<file path="config.mk">
export PLATFORM = sky130hd
export DESIGN_NAME = aq_gemac_tx_arb
export DESIGN_NICKNAME = d
export VERILOG_FILES = /design/src/rtl/aq_gemac_tx_arb.sv
export SDC_FILE = /design/constraint.sdc
export NUM_CORES = 1
export LEC_CHECK = 0
export CAP_MARGIN = 25
export CORE_MARGIN = 2
export CORE_UTILIZATION = 35
export DETAILED_ROUTE_END_ITERATION = 6
export PLACE_DENSITY = 0.7
export SYNTH_ARGS = -nofsm -noshare
export SYNTH_HDL_FRONTEND = slang
export SYNTH_SLANG_ARGS = --single-unit
</file>
<file path="constraint.sdc">
create_clock -name clk -period 5.25 [get_ports clk]
set_clock_uncertainty 0.05 [all_clocks]
set_input_delay 1.05 -clock clk [delete_from_list [all_inputs] [get_ports clk]]
set_output_delay 1.05 -clock clk [all_outputs]
set_load 0.03 [all_outputs]
</file>
<file path="src/rtl/aq_gemac_tx_arb.sv">
// Frame-level arbiter sharing the GEMAC TX buffer write port among three packet sources.
// Define AQ_TXARB_PRIO_EN for fixed priority (0 > 1 > 2) instead of round-robin.
module aq_gemac_tx_arb #(
  parameter int unsigned GAP_CYCLES  = 4,
  parameter int unsigned STALL_LIMIT = 1024
) (
  input  logic        clk,
  input  logic        rst,
  input  logic [2:0]  src_req,
  output logic [2:0]  src_gnt,
  output logic        src_ready,
  input  logic [2:0]  src_we,
  input  logic [2:0]  src_end,
  input  logic [95:0] src_data,
  input  logic        tx_buff_ready,
  input  logic        tx_buff_full,
  output logic        tx_buff_we,
  output logic        tx_buff_start,
  output logic        tx_buff_end,
  output logic [31:0] tx_buff_data,
  output logic        arb_abort
);

  localparam int unsigned StallW = $clog2(STALL_LIMIT + 1);
  localparam int unsigned GapW   = (GAP_CYCLES > 1) ? $clog2(GAP_CYCLES) : 1;

  typedef enum logic [1:0] {StIdle, StXfer, StGap} state_e;

  state_e            state_q, state_d;
  logic [2:0]        gnt_q, gnt_d;
  logic [StallW-1:0] stall_q, stall_d;
  logic [GapW-1:0]   gap_q, gap_d;
  logic              started_q, started_d;
  logic              we_q, we_d;
  logic              start_q, start_d;
  logic              end_q, end_d;
  logic [31:0]       data_q, data_d;
  logic              abort_q, abort_d;

  logic [1:0]        win;
  logic              sel_we;
  logic              sel_end;
  logic [31:0]       sel_data;
  logic              abort_pend;
  logic              accepted;

  assign sel_we   = |(src_we & gnt_q);
  assign sel_end  = |(src_end & gnt_q);
  assign sel_data = ({32{gnt_q[0]}} & src_data[31:0])
                  | ({32{gnt_q[1]}} & src_data[63:32])
                  | ({32{gnt_q[2]}} & src_data[95:64]);

  // Once the stall limit is reached the source is locked out until the abort word drains.
  assign abort_pend = (stall_q == StallW'(STALL_LIMIT));
  assign src_ready  = (|gnt_q) & ~tx_buff_full & ~abort_pend;
  assign accepted   = sel_we & src_ready;

`ifdef AQ_TXARB_PRIO_EN
  always_comb begin
    if (src_req[0])      win = 2'd0;
    else if (src_req[1]) win = 2'd1;
    else                 win = 2'd2;
  end
`else
  logic [1:0]  rr_q, rr_d;
  int unsigned cand;
  logic        found;

  always_comb begin
    win   = 2'd0;
    found = 1'b0;
    cand  = 0;
    for (int k = 0; k < 3; k++) begin
      cand = (32'(rr_q) + 32'(k)) % 3;
      if (!found && src_req[cand]) begin
        win   = 2'(cand);
        found = 1'b1;
      end
    end
  end
`endif

  always_comb begin
    state_d   = state_q;
    gnt_d     = gnt_q;
    stall_d   = stall_q;
    gap_d     = gap_q;
    started_d = started_q;
    we_d      = 1'b0;
    start_d   = 1'b0;
    end_d     = 1'b0;
    data_d    = data_q;
    abort_d   = 1'b0;
`ifndef AQ_TXARB_PRIO_EN
    rr_d      = rr_q;
`endif
    case (state_q)
      StIdle: begin
        if ((|src_req) && tx_buff_ready) begin
          gnt_d     = 3'b001 << win;
          stall_d   = '0;
          started_d = 1'b0;
          state_d   = StXfer;
`ifndef AQ_TXARB_PRIO_EN
          rr_d      = (win == 2'd2) ? 2'd0 : win + 2'd1;
`endif
        end
      end
      StXfer: begin
        if (abort_pend) begin
          if (!tx_buff_full) begin
            we_d    = 1'b1;
            start_d = ~started_q;
            end_d   = 1'b1;
            data_d  = '0;
            abort_d = 1'b1;
            gnt_d   = '0;
            stall_d = '0;
            gap_d   = '0;
            state_d = StGap;
          end
        end else if (accepted) begin
          we_d      = 1'b1;
          start_d   = ~started_q;
          end_d     = sel_end;
          data_d    = sel_data;
          started_d = 1'b1;
          stall_d   = '0;
          if (sel_end) begin
            gnt_d   = '0;
            gap_d   = '0;
            state_d = StGap;
          end
        end else if (tx_buff_full) begin
          stall_d = '0;
        end else begin
          stall_d = stall_q + StallW'(1);
        end
      end
      StGap: begin
        if (gap_q == GapW'(GAP_CYCLES - 1)) state_d = StIdle;
        else                                gap_d   = gap_q + GapW'(1);
      end
      default: state_d = StIdle;
    endcase
  end

  always_ff @(posedge clk) begin
    if (rst) begin
      state_q   <= StIdle;
      gnt_q     <= '0;
      stall_q   <= '0;
      gap_q     <= '0;
      started_q <= 1'b0;
      we_q      <= 1'b0;
      start_q   <= 1'b0;
      end_q     <= 1'b0;
      data_q    <= '0;
      abort_q   <= 1'b0;
`ifndef AQ_TXARB_PRIO_EN
      rr_q      <= 2'd0;
`endif
    end else begin
      state_q   <= state_d;
      gnt_q     <= gnt_d;
      stall_q   <= stall_d;
      gap_q     <= gap_d;
      started_q <= started_d;
      we_q      <= we_d;
      start_q   <= start_d;
      end_q     <= end_d;
      data_q    <= data_d;
      abort_q   <= abort_d;
`ifndef AQ_TXARB_PRIO_EN
      rr_q      <= rr_d;
`endif
    end
  end

  assign src_gnt       = gnt_q;
  assign tx_buff_we    = we_q;
  assign tx_buff_start = start_q;
  assign tx_buff_end   = end_q;
  assign tx_buff_data  = data_q;
  assign arb_abort     = abort_q;

endmodule

</file>
==> flow_metrics.py <==
metrics = {
    "timing": {
        "hold-worst-slack_ps": 367,
        "slew_headroom": 0.338,
        "worst_slack_setup_final_ps": 1560,
        "period_needed_ps": 3690,
        "final_max_slew_viol_count": 0,
        "fin_setup_tns_ps": 0,
        "finalSetupViolCount": 0,
        "report.final.hold_viol_count": 0,
        "timing_worst_slew_pin_value_ps": 985,
        "period_share": 0.703,
        "timing.fmax_ghz": 0.271,
        "rsz0062_at_grt": "false",
    },
    "clock_tree": {
        "cts_max_level": 3,
        "numCtsBuffers": 9,
        "cts-root-to-sink-buffers": 2,
        "cts_setup_buffers": 0,
        "cell_chosen_for_the_clock_root": "clkbuf_8",
        "cts.sink_count": 57,
        "holdBufCountCts": 0,
        "worst_skew_pair.late_latency_ps": 330,
        "cts.repair.resized": 0,
        "cts_tree": "built",
        "clk_transition_reported_paths_ps": 70,
    },
    "synth": {
        "compound_cell_area_share_of_the_yosys_netlist": 0.318,
        "syn_area_per_cell_um2": 9.84,
        "syn_nets": 396,
        "synth_xor_area_frac": 0.00954,
        "dominant_combinational_cell_family_by_area_after_synthesis": "compound AO/OA/AOI/OAI gates",
        "synth_edf_count": 0,
        "synth-seq-area-share": 0.414,
        "synth_async_sr_flop_share": 0,
        "yosys-mux-area-fraction": 0.0145,
        "synth_cell_type_count": 51,
        "yosysWarnings": 0,
        "mappedNetlistArea_mm2": 0.00275,
        "area_fraction_in_and_or_nand_and_nor_cells_after_synthesis": 0.154,
        "most_used_dff_post_synth": "dfxtp_1",
        "synth_cells": 280,
        "adder_and_majority_cell_fraction_of_the_synthesized_area": 0.0318,
        "postSynthRegisterBits": 57,
    },
    "finish": {
        "finish.cell_count_without_fillers": 527,
        "drive_above_1_share": 0.0729,
        "antennaDiodeCount": 0,
        "syn2layout_area_growth_pct": 65.6,
        "final_nets": 536,
    },
    "drt": {
        "pre_antenna_drt_iters": 5,
        "first_iter_violations": 209,
        "avgRoutedWirePerCell_um": 17.3,
        "postRouteAntennaNets": 0,
        "wirelength_um": 9140,
        "route.vias.total": 2870,
        "remaining_drc_errors": 0,
        "post_drt_via_cell_ratio": 5.45,
    },
    "floorplan": {
        "floorplan.initialDensity": 0.358,
        "pin_count": 149,
        "die-area_mm2": 0.00859,
        "die_width_um": 92.7,
        "dieHeight_um": 92.7,
        "floorplan.core_area_mm2": 0.00769,
        "placement_rows": 32,
    },
    "global_route": {
        "groute.usage.overall": 0.203,
        "grt_first_pass_wirelength_um": 13900,
        "largest_net_degree_at_the_start_of_global_routing": 33,
        "global_route.overflow_total": 0,
        "first_global_vias": 2795,
        "antenna_found_initial": 0,
    },
    "setup_path": {
        "cp_cell_sequence": "clkdlybuf4s50_1, nor3_1, clkdlybuf4s50_1",
        "crit_slowest_cell": "clkdlybuf4s50_1",
        "crit_path_start_kind": "input port",
        "path_max_fanout": 9,
        "worst-endpoint-required_ps": 4150,
        "crit_path_end_kind": "output pin",
        "critPathMaxStageDelay_ps": 700,
        "crit_path_frequent_cell": "clkdlybuf4s50_1",
        "worst-setup-path-type": "input port to output pin",
        "arrival_ps": 2590,
    },
    "place": {
        "gp_congestion": 0.837,
        "place.detailed.hpwl_um": 6930,
        "detailedPlace.worstSlack_ps": 1570,
        "place.detailed.instances": 510,
        "numPortBuffers": 148,
    },
    "pwr": {
        "p_leak_nw": 1.55,
        "max-vdd-ir-drop_uv": 161,
        "power_per_cell_area_mw_per_mm2": 248,
    },
    "flow_run": {
        "maximum_capacitance_violations": 0,
    },
    "outcome": {
        "outcome": "finished clean",
    },
    "worst_hold_path": {
        "hold_path_class": "register to register",
    },
}
-- report_power, final --
group | total [W] | internal (W) | switching [W]
combinational | 0.000187 | 0.000113 | 0.0000742
clock | 0.000499 | 0.000328 | 0.000171
sequential | 0.000445 | 0.000437 | 0.00000864
-- cells by family after synthesis --
logic type	after synthesis
buf+inv	33
fa+ha+maj	7
mux	4
compound gates	105
xor+xnor	3
simple gates	71
flops	57
-- per-stage QoR --
| step | total power (W) | area [um2] | util |
|---|---|---|---|
| global route | 0.00118 | 4560 | 0.593 |
| global placement | 0.000636 | 4260 | 0.554 |
| detailed placement | 0.000641 | 4290 | 0.558 |
| CTS | 0.00114 | 4530 | 0.590 |
| finish | 0.00113 | 4560 | 0.593 |
| floorplan | 0.000534 | 2750 | - |
-- final timing paths --
| path | from | end | slack [ps] | depth (start not counted) |
|---|---|---|---|---|
| worst max register to register | src_gnt[1] | stall_q[6] | 2500 | 6 |
| worst max-delay path | tx_buff_full | src_ready | 1560 | 3 |
| worst min-delay path | started_q | tx_buff_start | 370 | 1 |
| worst min register to register | started_q | tx_buff_start | 370 | 1 |
-- registers in the layout, indices dropped and copies added (netlist names) --
name           cells
tx_buff_start      1
state_q            2
src_gnt            3
rr_q               2
arb_abort          1
tx_buff_end        1
tx_buff_data      32
stall_q           11
tx_buff_we         1
gap_q              2
started_q          1
-- cell type report --
type	instances	area [um2]
Fill cell	682	3130
Timing Repair Buffer	153	1560
Multi-Input combinational cell	190	1450
Sequential cell	57	1140
Clock buffer	11	141
Tap cell	102	128
Clock inverter	5	103
Inverter	9	33.8
-- routing by layer --
| metal | GRT usage | share of wire |
|---|---|---|
| met5 | 0 | 0 |
| met4 | 0.0637 | 0.010 |
| met3 | 0.0480 | 0.077 |
| met2 | 0.358 | 0.50 |
| met1 | 0.244 | 0.42 |
-- cells in the final DEF (no fill, tap or decap), types with 6 or more instances in the layout --
master           instances
nor2_1                  10
ha_1                     7
dfxtp_1                 57
inv_1                    9
clkdlybuf4s50_1        148
nand2_1                 12
a21oi_1                 17
a222oi_1                34
nand3_1                 11
o2bb2ai_1               30
clkbuf_8                10
nand2b_1                 6
-- cells in the mapped netlist, drive strengths merged, types with 5 or more instances --
cell / number / share of area
nand2: 12 / 0.016
buf: 9 / 0.025
nor3: 5 / 0.011
nand2b: 6 / 0.014
dfxtp: 57 / 0.41
nor2b: 5 / 0.011
ha: 7 / 0.032
a222oi: 34 / 0.12
nor2: 10 / 0.014
clkbuf: 15 / 0.020
a21oi: 17 / 0.031
o2bb2ai: 32 / 0.11
inv: 9 / 0.012
nand3: 12 / 0.024
-- worst max-delay path: cells and delay by family --
family / cells / cell delay, ps
buf+inv: 2 / 1280
simple gates: 1 / 260
Note: power is estimated with default switching activity, not from simulation.
